===== config.mk =====
export PLATFORM = sky130hd
export DESIGN_NAME = uart_cmd_decoder
export DESIGN_NICKNAME = d
export VERILOG_FILES = /design/src/rtl/uart_cmd_pkg.sv /design/src/rtl/uart_dec_accum.sv /design/src/rtl/uart_cmd_decoder.sv
export SDC_FILE = /design/constraint.sdc
export NUM_CORES = 1
export LEC_CHECK = 0
export ABC_AREA = 1
export CORE_MARGIN = 3
export CORE_UTILIZATION = 38
export DETAILED_ROUTE_END_ITERATION = 7
export MAX_ROUTING_LAYER = met4
export PLACE_DENSITY_LB_ADDON = 0.2
export SLEW_MARGIN = 10
export SYNTH_ARGS = -nofsm -noshare
export SYNTH_HDL_FRONTEND = slang
export SYNTH_SLANG_ARGS = --single-unit

===== constraint.sdc =====
create_clock -name iClk -period 4.45 [get_ports iClk]
set_input_delay 0.89 -clock iClk [delete_from_list [all_inputs] [get_ports iClk]]
set_output_delay 0.89 -clock iClk [all_outputs]
set_load 0.05 [all_outputs]

===== src/rtl/uart_cmd_pkg.sv =====
// Shared constants for the UART command decoder: ASCII keys, mode indices, FSM states.
package uart_cmd_pkg;

    localparam logic [7:0] KEY_C  = 8'h43;
    localparam logic [7:0] KEY_W  = 8'h57;
    localparam logic [7:0] KEY_T  = 8'h54;
    localparam logic [7:0] KEY_G  = 8'h47;
    localparam logic [7:0] KEY_S  = 8'h53;
    localparam logic [7:0] KEY_M  = 8'h4D;
    localparam logic [7:0] KEY_U  = 8'h55;
    localparam logic [7:0] KEY_D  = 8'h44;
    localparam logic [7:0] KEY_L  = 8'h4C;
    localparam logic [7:0] KEY_R  = 8'h52;
    localparam logic [7:0] KEY_X  = 8'h58;
    localparam logic [7:0] KEY_V  = 8'h56;
    localparam logic [7:0] CHR_CR = 8'h0D;
    localparam logic [7:0] CHR_LF = 8'h0A;
    localparam logic [7:0] CHR_0  = 8'h30;
    localparam logic [7:0] CHR_9  = 8'h39;

    localparam logic [1:0] MODE_IDX_C = 2'd0;
    localparam logic [1:0] MODE_IDX_W = 2'd1;
    localparam logic [1:0] MODE_IDX_T = 2'd2;
    localparam logic [1:0] MODE_IDX_G = 2'd3;

    typedef enum logic [0:0] {IDLE, ARG} state_t;

    // Button bit position -> key: {U,D,L,R} on bits 3..0.
    function automatic logic [7:0] btn_key(input int idx);
        case (idx)
            3:       return KEY_U;
            2:       return KEY_D;
            1:       return KEY_L;
            default: return KEY_R;
        endcase
    endfunction

endpackage


===== src/rtl/uart_dec_accum.sv =====
// Decimal argument accumulator: clear, digit load, digit count and look-ahead overflow flag.
module uart_dec_accum
    import uart_cmd_pkg::*;
#(
    parameter int VAL_W      = 8,
    parameter int MAX_DIGITS = 3
) (
    input  logic             clk,
    input  logic             rst,
    input  logic             clr,
    input  logic             load,
    input  logic [3:0]       digit,
    output logic [VAL_W-1:0] value,
    output logic             has_digits,
    output logic             ovf
);

    localparam int ACC_W = VAL_W + 4;
    localparam int CNT_W = $clog2(MAX_DIGITS + 1);

    logic [ACC_W-1:0] acc_reg;
    logic [ACC_W-1:0] acc_next;
    logic [CNT_W-1:0] cnt_reg;

    // Four spare bits hold acc*10+9 for any in-range acc, so the check sees the untruncated result.
    assign acc_next   = acc_reg * ACC_W'(10) + ACC_W'(digit);
    assign ovf        = (int'(cnt_reg) >= MAX_DIGITS) || (acc_next[ACC_W-1:VAL_W] != '0);
    assign value      = acc_reg[VAL_W-1:0];
    assign has_digits = (cnt_reg != '0);

    always_ff @(posedge clk or posedge rst) begin
        if (rst) begin
            acc_reg <= '0;
            cnt_reg <= '0;
        end else if (clr) begin
            acc_reg <= '0;
            cnt_reg <= '0;
        end else if (load && !ovf) begin
            acc_reg <= acc_next;
            cnt_reg <= cnt_reg + CNT_W'(1);
        end
    end

endmodule


===== src/rtl/uart_cmd_decoder.sv =====
// ASCII command decoder for the UART RX FIFO pop side: mode/toggle/pulse keys and V<digits><CR|LF>.
// Optional macro UART_CMD_CASE_FOLD_EN folds lowercase letters to uppercase before decoding.
module uart_cmd_decoder
    import uart_cmd_pkg::*;
#(
    parameter int  NUM_MODES  = 4,
    parameter int  VAL_W      = 8,
    parameter int  MAX_DIGITS = 3,
    localparam int MODE_W     = (NUM_MODES > 1) ? $clog2(NUM_MODES) : 1
) (
    input  logic              iClk,
    input  logic              iRst,
    input  logic              iRx_Valid,
    input  logic [7:0]        iRx_Data,
    output logic [MODE_W-1:0] oMode,
    output logic              oSet,
    output logic              oFnd_Mode,
    output logic [3:0]        oBtn,
    output logic              oTime_En,
    output logic [VAL_W-1:0]  oValue,
    output logic              oValue_Stb,
    output logic              oErr
);

    state_t             state_reg, state_next;
    logic [MODE_W-1:0]  mode_reg, mode_next;
    logic               set_reg, set_next;
    logic               fnd_reg, fnd_next;
    logic [3:0]         btn_reg, btn_next;
    logic               time_en_reg, time_en_next;
    logic [VAL_W-1:0]   value_reg, value_next;
    logic               stb_reg, stb_next;
    logic               err_reg, err_next;

    logic [7:0]         rx_byte;
    logic               is_digit, is_eol;
    logic               mode_hit;
    logic [1:0]         mode_idx;
    logic [3:0]         btn_hit;
    logic               acc_clr, acc_load, acc_has_digits, acc_ovf;
    logic [VAL_W-1:0]   acc_value;

`ifdef UART_CMD_CASE_FOLD_EN
    assign rx_byte = (iRx_Data >= 8'h61 && iRx_Data <= 8'h7A) ? (iRx_Data & 8'hDF) : iRx_Data;
`else
    assign rx_byte = iRx_Data;
`endif

    assign is_digit = (rx_byte >= CHR_0) && (rx_byte <= CHR_9);
    assign is_eol   = (rx_byte == CHR_CR) || (rx_byte == CHR_LF);

    genvar gi;
    for (gi = 0; gi < 4; gi++) begin : g_btn
        assign btn_hit[gi] = (rx_byte == btn_key(gi));
    end

    always_comb begin
        mode_hit = 1'b1;
        mode_idx = MODE_IDX_C;
        case (rx_byte)
            KEY_C:   mode_idx = MODE_IDX_C;
            KEY_W:   mode_idx = MODE_IDX_W;
            KEY_T:   mode_idx = MODE_IDX_T;
            KEY_G:   mode_idx = MODE_IDX_G;
            default: mode_hit = 1'b0;
        endcase
    end

    uart_dec_accum #(
        .VAL_W      (VAL_W),
        .MAX_DIGITS (MAX_DIGITS)
    ) u_accum (
        .clk        (iClk),
        .rst        (iRst),
        .clr        (acc_clr),
        .load       (acc_load),
        .digit      (rx_byte[3:0]),
        .value      (acc_value),
        .has_digits (acc_has_digits),
        .ovf        (acc_ovf)
    );

    always_comb begin
        state_next   = state_reg;
        mode_next    = mode_reg;
        set_next     = set_reg;
        fnd_next     = fnd_reg;
        value_next   = value_reg;
        btn_next     = '0;
        time_en_next = 1'b0;
        stb_next     = 1'b0;
        err_next     = 1'b0;
        acc_clr      = 1'b0;
        acc_load     = 1'b0;
        if (iRx_Valid) begin
            case (state_reg)
                IDLE: begin
                    if (rx_byte == KEY_V) begin
                        acc_clr    = 1'b1;
                        state_next = ARG;
                    end else begin
                        if (mode_hit && (int'(mode_idx) < NUM_MODES))
                            mode_next = MODE_W'(mode_idx);
                        if (rx_byte == KEY_S) set_next = ~set_reg;
                        if (rx_byte == KEY_M) fnd_next = ~fnd_reg;
                        btn_next     = btn_hit;
                        time_en_next = (rx_byte == KEY_X);
                    end
                end
                ARG: begin
                    // Every outcome except an accepted digit ends the argument.
                    state_next = IDLE;
                    if (is_digit) begin
                        if (acc_ovf) begin
                            err_next = 1'b1;
                        end else begin
                            acc_load   = 1'b1;
                            state_next = ARG;
                        end
                    end else if (is_eol && acc_has_digits) begin
                        value_next = acc_value;
                        stb_next   = 1'b1;
                    end else begin
                        err_next = 1'b1;
                    end
                end
                default: state_next = IDLE;
            endcase
        end
    end

    always_ff @(posedge iClk or posedge iRst) begin
        if (iRst) begin
            state_reg   <= IDLE;
            mode_reg    <= '0;
            set_reg     <= 1'b0;
            fnd_reg     <= 1'b0;
            btn_reg     <= '0;
            time_en_reg <= 1'b0;
            value_reg   <= '0;
            stb_reg     <= 1'b0;
            err_reg     <= 1'b0;
        end else begin
            state_reg   <= state_next;
            mode_reg    <= mode_next;
            set_reg     <= set_next;
            fnd_reg     <= fnd_next;
            btn_reg     <= btn_next;
            time_en_reg <= time_en_next;
            value_reg   <= value_next;
            stb_reg     <= stb_next;
            err_reg     <= err_next;
        end
    end

    assign oMode      = mode_reg;
    assign oSet       = set_reg;
    assign oFnd_Mode  = fnd_reg;
    assign oBtn       = btn_reg;
    assign oTime_En   = time_en_reg;
    assign oValue     = value_reg;
    assign oValue_Stb = stb_reg;
    assign oErr       = err_reg;

endmodule


Yosys cells after proc, flatten, opt, wreduce, memory -nomap -nowiden:

Cells that the tools add are included.

* register bits after elaboration: 34
* input bits: 11
* logic and storage cells: 79

* add/subtract/negate cells: 2
* $mul: 1
* $lt $le $gt $ge: 3
* equality and inequality tests: 14
* muxes and demuxes: 29
* bitwise gates (word level): 5
* reduce and logical (&&, ||, !) cells: 14

Operator list (count)
* == test 8 x 7 -> 1 bit, second input constant: 12
* two-way mux 12 bit: 2
* two-way mux 1 bit: 20
* == test 8 x 4 -> 1 bit, second input constant: 2
* AND reduction 4 bit: 4
* adder 12 x 4 -> 12 bit: 1
* multiplier 12 x 3 -> 11 bit, second input constant: 1
* two-way mux 4 bit: 3
* greater-or-equal comparator 8 x 6 -> 1 bit, second input constant: 1
* <= comparator 8 x 6 -> 1 bit, second input constant: 1
* case mux 2 bit (3 select lines): 1
* inverter 1 bit: 5
* two-way mux 2 bit: 2
* nonzero test 2 bit: 2
* nonzero test 4 bit: 1
* OR reduction 4 bit: 1
* logical AND 1 bit: 3
* adder 2 x 1 -> 2 bit, second input constant: 1
* greater-or-equal comparator 2 bit, second input constant: 1
* logical OR 1 bit: 2
* case mux 1 bit (2 select lines): 1
* zero test 1 bit: 1

Depth between registers and ports, before layout:

* word-level depth: 11
* mapped depth: 18

Hierarchy:

A second synthesis with hierarchy kept.

* cell total of the unflattened synthesis: 345
* area total of the unflattened synthesis: 2522.4 um^2

Modules (own cells, without submodules)
* uart_dec_accum: instances 1, cells each 213, area an instance 1527.7 um^2, seq. area each 325.3 um^2
* uart_cmd_decoder: instances 1, cells each 132, area an instance 994.7 um^2, seq. area each 500.5 um^2

Worst setup path after synthesis:

No wires, ideal clock.

* path type: input to register
* start: input iRx_Data[1]
* end: register u_accum.acc_reg[1]
* library setup time: 117 ps
* data arrival time: 2616 ps
* data required time: 4333 ps
* path slack: 1717 ps
* cell stages on the path: 15
* path through: ha_1 -> inv_1 -> fa_1 -> o21ai_1 -> nand2_1 -> nor2_4 -> nand3_1 -> nand2_1 -> nand3_2 -> nor2_4 -> nand3_4 -> nand2_8 -> nand2_8 -> nand2_2 -> nand2_1

* longest elaborated chain between the ends: 9

RTL lines
* from (decl): RTL line uart_cmd_decoder.sv:14 `input logic [7:0] iRx_Data,`
* adder 12 x 4 -> 12 bit: RTL line uart_dec_accum.sv:26 `assign acc_next = acc_reg * ACC_W'(10) + ACC_W'(digit);`
* nonzero test 4 bit: RTL line uart_dec_accum.sv:27 `assign ovf = (int'(cnt_reg) >= MAX_DIGITS) || (acc_next[ACC_W-1:VAL_W] != '0);`
* logical OR 1 bit: RTL line uart_dec_accum.sv:27
* two-way mux 1 bit: RTL line uart_cmd_decoder.sv:114 `if (acc_ovf) begin`
* two-way mux 1 bit: RTL line uart_cmd_decoder.sv:113 `if (is_digit) begin`
* two-way mux 1 bit: RTL line uart_cmd_decoder.sv:96 `case (state_reg)`
* two-way mux 1 bit: RTL line uart_cmd_decoder.sv:95 `if (iRx_Valid) begin`
* logical AND 1 bit: RTL line uart_dec_accum.sv:38 `end else if (load && !ovf) begin`
* nonzero test 2 bit (no line)
* to (signal assigned): RTL line uart_dec_accum.sv:39 `acc_reg <= acc_next;`
* to (decl): RTL line uart_dec_accum.sv:21 `logic [ACC_W-1:0] acc_reg;`

Parallel ways exist; a longest one is shown, timed or not. The select of a mux whose other input is x is not followed.
A chain may end at the register's enable or synchronous reset.

Final worst setup path:

* start: input iRx_Data[1]
* end: register u_accum.acc_reg[4]

Same word-level chain as after synthesis.

==> flow_metrics.py <==
metrics = {
    "status": {
        "status": "finished, final reports clean",
    },
    "yosys": {
        "synthCells": 320,
        "synth-adder-area-share": 0.120,
        "synth_area_leaders": "dfrtp_1, nand2_1, ha_1, inv_1, nand3_1",
        "synthArstFlopShare": 1.00,
        "ys_seq_elements": 33,
        "synth_common_cells": "nand2_1, inv_1, dfrtp_1, nand3_1, nor2_1",
        "yosys_most_used_dff": "dfrtp_1",
        "synth_xor_area_frac": 0.0285,
        "synth_top_family_by_area": "simple AND/OR/NAND/NOR gates",
        "synth_mux_area_frac": 0.00829,
        "synth.top_cell.area_share": 0.342,
        "yosysMostFrequentCell": "nand2_1",
        "synth_compound_area_frac": 0.0404,
        "synth_nets": 353,
        "yosysTopAreaCell": "dfrtp_1",
        "ys_seq_area_frac": 0.342,
        "ys_warn_count": 0,
        "synth_edf_count": 0,
        "syn_avg_cell_area_um2": 7.55,
        "syn_area_mm2": 0.00241,
        "yosysUniqueCellTypes": 32,
        "synthSimpleGateAreaFrac": 0.379,
    },
    "cts": {
        "htree_levels": 2,
        "clock_tree.root_cell": "clkbuf_8",
        "cts.repair.resized": 0,
        "clkTransAtPathRegs_ps": 70,
        "clk_latency_ps": 290,
        "clock_sinks": 33,
        "tritoncts": "built",
        "cts_hold_buffers": 0,
        "postCtsSetupRepairBufs": 0,
        "cts_max_path_buffers": 2,
        "numCtsBuffers": 5,
    },
    "power": {
        "pwr-share-clk": 0.158,
        "cellInternalPower_mw": 0.707,
        "ir_drop_uv": 278,
        "p_seq_frac": 0.271,
        "p_sw_mw": 0.673,
        "combPwrFrac": 0.571,
        "leakage_nw": 1.50,
        "p_sw_frac": 0.488,
        "p_per_area_mw_per_mm2": 478,
    },
    "global_route": {
        "use_met3": 0.0250,
        "grt_max_degree": 30,
        "grtUsageTotal": 0.159,
        "antenna_found_initial": 0,
        "grt_pass1_wl_um": 9100,
        "use_met2": 0.244,
        "met1_usage": 0.215,
        "grt_pass1_vias": 1940,
        "gr-max-usage-layer": "met2",
        "gr-total-overflow": 0,
    },
    "timing": {
        "hold_viol_final": 0,
        "worst_pin_slew_ps": 614,
        "finalCritPeriodShare": 0.743,
        "rsz0062_at_grt": "false",
        "fin_tns_setup_ps": 0,
        "maxSlewHeadroom": 0.590,
        "fmax_ghz": 0.302,
        "hold-worst-slack_ps": 467,
        "clock_skew_ps": 8.19,
        "setup_viol": 0,
        "report.final.slew_viol_count": 0,
        "fin_crit_ps": 3310,
    },
    "critical_path": {
        "path_depth": 16,
        "r2r_slack_ps": 1530,
        "crit_path_top_delay_cell": "clkdlybuf4s50_1",
        "critPathRequiredTime_ps": 4630,
        "r2r_start": "u_accum.acc_reg[3]",
        "r2r_end": "u_accum.acc_reg[4]",
        "crit_family": "simple AND/OR/NAND/NOR gates",
        "r2r_cells": 17,
        "cpMostUsedCell": "nand2_1",
        "worst-setup-path-type": "input port to flop",
        "cp-startpoint": "iRx_Data[1]",
        "crit_path_end": "u_accum.acc_reg[4]",
        "slowest_delay_ps": 570,
        "start_kind": "input port",
        "crit_buf_inv": 2,
        "crit_path_end_kind": "flop",
        "cp_cell_sequence": "clkdlybuf4s50_1 > ha_1 > inv_1 > fa_1 > o21ai_1 > nand2_1 > nor2_4 > nand3_1 > nand2_1 > nand3_2 > nor2_4 > nand3_4 > nand2_8 > nand2_8 > nand2_2 > nand2_1",
        "arrival_ps": 3480,
        "crit_fanout": 9,
    },
    "detailed_routing": {
        "viasPerCell": 4.83,
        "wl_um": 5350,
        "ant_nets": 0,
        "vias": 2088,
        "drt-initial-drc-count": 86,
        "drc_errors": 0,
        "dr.pass1.iters": 4,
        "wl_per_cell_um": 12.4,
    },
    "final_layout": {
        "drive_gt1_frac": 0.126,
        "largest_reg_flops": 11,
        "area_growth_pct": 19.4,
        "fin_area_mm2": 0.00288,
        "fin_nets": 389,
        "num_antenna_cells": 0,
    },
    "die": {
        "die_x_um": 85.7,
        "std_cell_rows": 28,
        "dieHeight_um": 85.7,
        "io_pins": 30,
        "core_mm2": 0.00603,
        "start_util": 0.401,
        "dieArea_mm2": 0.00735,
    },
    "placed_design": {
        "dp_hpwl_um": 4380,
        "finalWeightedCongestion": 0.894,
        "placed_area_mm2": 0.00280,
        "port_buffers": 29,
    },
    "job": {
        "cap_viol_max_count": 0,
    },
    "worst_hold_path": {
        "min-delay-path-class": "flop to flop",
    },
}
==> power groups by stage <==
stage	Clock, mW	Combinational [mW]	Sequential (mW)
2_1_floorplan	0	0.630	0.369
3_3_place_gp	0	0.776	0.380
3_5_place_dp	0	0.793	0.379
4_1_cts	0.228	0.794	0.374
5_1_grt	0.243	0.886	0.377
6_report	0.219	0.788	0.373
==> cell families (layout without fill, tap and decap cells) <==
kind of cell | count (synthesis) | in the layout
AND/OR/NAND/NOR | 187 | 187
buffers and inverters | 52 | 89
AO/OA/AOI/OAI | 17 | 17
XOR/XNOR | 7 | 7
multiplexers | 2 | 2
adder cells (fa/ha/maj) | 22 | 22
flip-flops | 33 | 33
==> worst min-delay path by stage <==
stage,startpoint,to,slack (ps),depth (start not counted)
2_1_floorplan,u_accum.acc_reg[9],u_accum.acc_reg[9],480,2
3_3_place_gp,oValue[7],oValue[7],450,2
3_5_place_dp,oValue[7],oValue[7],460,2
4_1_cts,oValue[7],oValue[7],470,2
5_1_grt,oFnd_Mode,oFnd_Mode,480,1
6_report,oFnd_Mode,oFnd_Mode,470,1
==> layout by cell type (no fill, tap or decap), drive strengths merged, types with 3 or more instances in the layout <==
master	count
nand4	6
o21ai	5
dfrtp	33
nor4	3
nor2	30
clkbuf	6
xor2	3
xnor2	4
clkdlybuf4s50	29
nor3	9
inv	51
nand2	106
nand3	31
ha	20
a21oi	8
==> worst reg2reg max path, stage by stage, from the launching register on <==
cell,delay [ps]
dfrtp_1,450
ha_1,310
ha_1,260
fa_1,470
nand2_1,100
nand3_1,90
nand3_1,80
nand2_1,110
inv_1,130
nand2_1,60
nand2_1,90
nand2_1,90
nor2_4,140
nand3_4,110
nand2_8,110
nand2_8,110
nand2_2,70
nand2_1,50
==> layout make-up <==
cell class	count	area, um2
clock buffers	6	72.6
clock inverters	2	10.0
fillers	600	3140
inverters	51	191
multi-input cells	235	1390
flip-flops and latches	33	826
well taps	75	93.8
repair buffers	30	298
==> per-stage QoR <==
stage | setup WS (ps) | utilization | power, mW | std cells
floorplan | 1720 | - | 0.999 | 320
CTS | 1160 | 0.479 | 1.40 | 432
global placement | 902 | 0.465 | 1.16 | 424
global route | 944 | 0.479 | 1.51 | 432
detailed placement | 870 | 0.465 | 1.17 | 424
finish | 1140 | 0.479 | 1.38 | 432
==> per-layer routing <==
metal / wire length, um / vias to the layer above
met3: 166 / 5
met4: 38 / 0
met1: 2670 / 965
li1: - / 1087
met5: 0 / -
met2: 2480 / 31
Note: power is estimated with default switching activity, not from simulation.
